<file path="src/rtl/fwd_scoreboard_unit.sv">
// Shift-register scoreboard for EX operand forwarding and load-use stall.
// Optional STALL_CNT_EN adds a saturating stall_cnt output.
module fwd_scoreboard_unit #(
  parameter int REG_ADDR_W = 5,
  parameter int NUM_SRC    = 2,
  parameter int NUM_STAGES = 2,
  parameter int LOAD_STAGE = 2,
  localparam int SEL_W     = $clog2(NUM_STAGES + 1)
) (
  input  logic                          clk,
  input  logic                          rst_n,
  input  logic                          ex_valid,
  input  logic [REG_ADDR_W-1:0]         ex_rd,
  input  logic                          ex_regwrite,
  input  logic                          ex_is_load,
  input  logic [NUM_SRC*REG_ADDR_W-1:0] src_addr,
  input  logic                          hold,
  input  logic                          flush,
  output logic [NUM_SRC*SEL_W-1:0]      fwd_sel,
`ifdef STALL_CNT_EN
  output logic [15:0]                   stall_cnt,
`endif
  output logic                          stall
);

  logic [NUM_STAGES:1]   e_valid;
  logic [NUM_STAGES:1]   e_wr;
  logic [NUM_STAGES:1]   e_ld;
  logic [REG_ADDR_W-1:0] e_rd [1:NUM_STAGES];
  logic [NUM_SRC-1:0]    not_ready;

  always_ff @(posedge clk or negedge rst_n) begin
    if (!rst_n) begin
      e_valid <= '0;
      e_wr    <= '0;
      e_ld    <= '0;
      for (int s = 1; s <= NUM_STAGES; s++)
        e_rd[s] <= '0;
    end else if (flush) begin
      e_valid <= '0;
    end else if (!hold) begin
      for (int s = 2; s <= NUM_STAGES; s++) begin
        e_valid[s] <= e_valid[s-1];
        e_wr[s]    <= e_wr[s-1];
        e_ld[s]    <= e_ld[s-1];
        e_rd[s]    <= e_rd[s-1];
      end
      // a stalled ID means the EX slot becomes a bubble
      e_valid[1] <= ex_valid & ~stall;
      e_wr[1]    <= ex_regwrite;
      e_ld[1]    <= ex_is_load;
      e_rd[1]    <= ex_rd;
    end
  end

  // oldest stage first so the youngest matching writer overrides
  always_comb begin
    fwd_sel   = '0;
    not_ready = '0;
    for (int k = 0; k < NUM_SRC; k++) begin
      for (int s = NUM_STAGES; s >= 1; s--) begin
        if (e_valid[s] && e_wr[s] &&
            (e_rd[s] != '0) &&
            (e_rd[s] ==
             src_addr[k*REG_ADDR_W +: REG_ADDR_W])) begin
          fwd_sel[k*SEL_W +: SEL_W] = SEL_W'(s);
          not_ready[k] = e_ld[s] && (s < LOAD_STAGE);
        end
      end
    end
  end

  assign stall = |not_ready;

`ifdef STALL_CNT_EN
  always_ff @(posedge clk or negedge rst_n) begin
    if (!rst_n)
      stall_cnt <= '0;
    else if (stall && !hold && !flush &&
             (stall_cnt != 16'hFFFF))
      stall_cnt <= stall_cnt + 16'd1;
  end
`endif

endmodule
</file>
<file path="config.mk">
export PLATFORM = sky130hd
export DESIGN_NAME = fwd_scoreboard_unit
export DESIGN_NICKNAME = d
export VERILOG_FILES = /design/src/rtl/fwd_scoreboard_unit.sv
export SDC_FILE = /design/constraint.sdc
export NUM_CORES = 1
export LEC_CHECK = 0
export ABC_AREA = 1
export CAP_MARGIN = 25
export CORE_MARGIN = 8
export CORE_UTILIZATION = 64
export DETAILED_ROUTE_END_ITERATION = 6
export DONT_BUFFER_PORTS = 1
export PLACE_DENSITY = 0.87
export SLEW_MARGIN = 20
export SYNTH_ARGS = -nofsm -noshare
export SYNTH_HDL_FRONTEND = slang
export SYNTH_SLANG_ARGS = --single-unit
</file>
<file path="constraint.sdc">
create_clock -name clk -period 2.65 [get_ports clk]
set_input_delay 0.53 -clock clk [delete_from_list [all_inputs] [get_ports clk]]
set_output_delay 0.53 -clock clk [all_outputs]
set_load 0.02 [all_outputs]
</file>
==> metrics.yaml <==
timing:
  post-route-min-period_ns: 2.18
  fin_ws_ns: 0.471
  worst_pin_slew_ns: 0.636
  final.period_utilization_pct: 82.2
  finalSetupViolations: 0
  hold_viol: 0
  finalClockSkew_ns: 0.00144
  holdWs_ns: 0.370
  max_freq_mhz: 459
  slew_viol_final: 0
  tns_ns: 0
  rsz0062_at_grt: "no"
  relSlewSlack_pct: 57.5
floorplanning:
  ios: 27
  fp.dieH_um: 53.6
  num_rows: 13
  coreArea_um2: 1320
  die_area_um2: 2870
  die_w_um: 53.6
  start_util_pct: 68.7
placed_design:
  gp_congestion: 0.865
  io_buffer_count: 0
  dp_hpwl_mm: 1.59
  pre_cts_slack_ns: 0.760
grt:
  grt_first_pass_wirelength_mm: 3.33
  first_global_vias: 831
  grt_usage_pct: 15.5
  grt_max_degree: 19
  grt.overflow.total: 0
  antenna_found_initial: 0
outcome:
  status: "finished, final reports clean"
clock_network:
  cts_tree: "done"
  clk_latency_ns: 0.27
  clock-sinks: 15
  cts_buffers: 3
  cts_buffer_depth: 2
  cts_resized: 0
  htreeDepth: 1
  cts_root_buf: "clkbuf_4"
  clk_pin_slew_worst_paths_ns: 0.08
setup_path:
  required_ns: 2.12
  r2r_end: "e_valid[1]"
  worstPathArrival_ns: 1.65
  crit_fanout: 4
  setup.worst_path.end: "fwd_sel[3]"
  end_kind: "primary output"
  reg2reg_slack_ns: 1.39
  r2r_cells: 8
  worstSetupPathType: "register to primary output"
  start_kind: "register"
  r2r-start: "e_rd[5]"
  startpoint: "e_rd[9]"
route:
  via_count: 733
  wl_per_cell_um: 14.0
  antenna_left: 0
  drtIter0Drc: 16
  drc: 0
  first_pass_iters: 4
  via_per_inst: 5.39
  wl_mm: 1.91
logic_synthesis:
  ys_warn_count: 0
  synth_cell_type_count: 18
  ys_ff_latch: 15
  ys_seq_area_share_pct: 41.5
  syn_area_um2: 905
  avgSynthCellArea_um2: 7.67
  postSynthCellCount: 118
  synth_fp_nets: 140
pwr:
  p_leak_nw: 0.492
  switchingPower_uw: 165
  comb_power_share_pct: 21.4
  ir_drop_uv: 334
  clkPwrFrac_pct: 23.4
  p_per_area_nw_per_um2: 562
  p_sw_share_pct: 30.8
  power_frac_seq_pct: 55.2
  p_int_uw: 370
worst_hold_path:
  hp-class: "input pin to register"
layout:
  final_net_count: 144
  drive_gt1_share_pct: 9.92
  area.growth.synth_to_final_pct: 4.98
  n_antenna_cell: 0
  n_fill_cell: 101
flow_run:
  maxCapViolations: 0
## registers in the layout (all words and copies together) (netlist names)
| signal | cells |
|---|---|
| e_ld | 1 |
| e_rd | 10 |
| e_valid | 2 |
| e_wr | 2 |
## logic make-up (layout without fill, tap and decap cells)
| kind of cell | count (synthesis) | count (layout) | synth area share, % |
|---|---|---|---|
| simple gates | 57 | 57 | 27.8 |
| buf+inv | 18 | 21 | 7.74 |
| flops | 15 | 15 | 41.5 |
| compound gates | 10 | 10 | 5.53 |
| xor+xnor | 18 | 18 | 17.4 |
## stage by stage
stage               cells  util (%)  instance area [um^2]  power, mW
floorplan             118         -                   905      0.384
global placement      131      69.3                   913      0.402
detailed placement    131      69.3                   913      0.410
CTS                   136      72.1                   950      0.541
global route          136      72.1                   950      0.573
finish                136      72.1                   950      0.534
## cell type report
| class | instances | area, um^2 | share of cell area (%) |
|---|---|---|---|
| Multi-Input combinational cell | 85 | 459 | 48.4 |
| Sequential cell | 15 | 375 | 39.5 |
| Inverter | 16 | 60.1 | 6.32 |
| Clock buffer | 4 | 26.3 | 2.77 |
| Tap cell | 15 | 18.8 | 1.98 |
| Timing Repair Buffer | 1 | 10.0 | 1.05 |
## layer usage
layer | up-vias | global-route usage (%) | routed length [um]
li1 | 370 | - | -
met1 | 333 | 17.7 | 790
met2 | 26 | 26.6 | 899
met3 | 4 | 3.58 | 190
met4 | 0 | 7.56 | 26
met5 | - | 0 | 0
## critical path: stages (launching register included)
cell and delay (ns):
dfrtp_1 0.44, nor2_1 0.12, nand3_1 0.08, nand2_1 0.06, clkinv_1 0.11, nand3_2 0.11, inv_1 0.11, nor2_1 0.35
## worst min-delay path by stage
stage	cells after the start	slack, ns	end	startpoint
5_1_grt	2	0.36	e_wr[1]	ex_regwrite
3_5_place_dp	0	0.23	e_wr[2]	rst_n
3_3_place_gp	0	0.23	e_wr[1]	rst_n
4_1_cts	2	0.36	e_ld[1]	ex_is_load
2_1_floorplan	0	0.23	e_ld[1]	rst_n
6_report	2	0.37	e_rd[5]	ex_rd[0]
## power by group through the flow
stage	Clock, mW	Combinational [mW]	Sequential, mW
detailed placement	0	0.110	0.300
finish	0.125	0.114	0.295
global placement	0	0.104	0.299
CTS	0.129	0.116	0.295
floorplan	0	0.0938	0.290
global route	0.140	0.132	0.301
## timing repair
item | CTS | global route
setup buffers | 0 | 0
hold endpoints to repair | 15 | 0
hold buffers | 1 | 0
## cells in the mapped netlist, drive strengths merged
cell type / n / area, um^2
xnor2: 8 / 70.1
buf: 2 / 10.0
a21oi: 1 / 5.00
dfrtp: 15 / 375
nand2: 36 / 135
inv: 15 / 56.3
xor2: 10 / 87.6
o21ai: 9 / 45.0
nand3: 7 / 45.0
nor2: 9 / 38.8
nor3: 3 / 20.0
nand4: 2 / 12.5
clkinv: 1 / 3.75
## layout by cell type, fill, tap and decap left out
cell / synthesis / routed
nor3_2: 1 / 1
clkbuf_1: 0 / 1
a21oi_1: 1 / 1
nand3_2: 2 / 2
inv_2: 4 / 4
dfrtp_1: 15 / 15
nor3_1: 2 / 2
nand2_1: 36 / 36
nand4_1: 2 / 2
inv_1: 11 / 11
xnor2_1: 8 / 8
nand3_1: 5 / 5
xor2_1: 10 / 10
nor2_1: 7 / 7
dlygate4sd3_1: 0 / 1
nor2_2: 2 / 2
clkbuf_4: 0 / 3
clkinv_1: 1 / 1
o21ai_0: 6 / 6
o21ai_1: 3 / 3
Note: power is estimated with default switching activity, not from simulation.
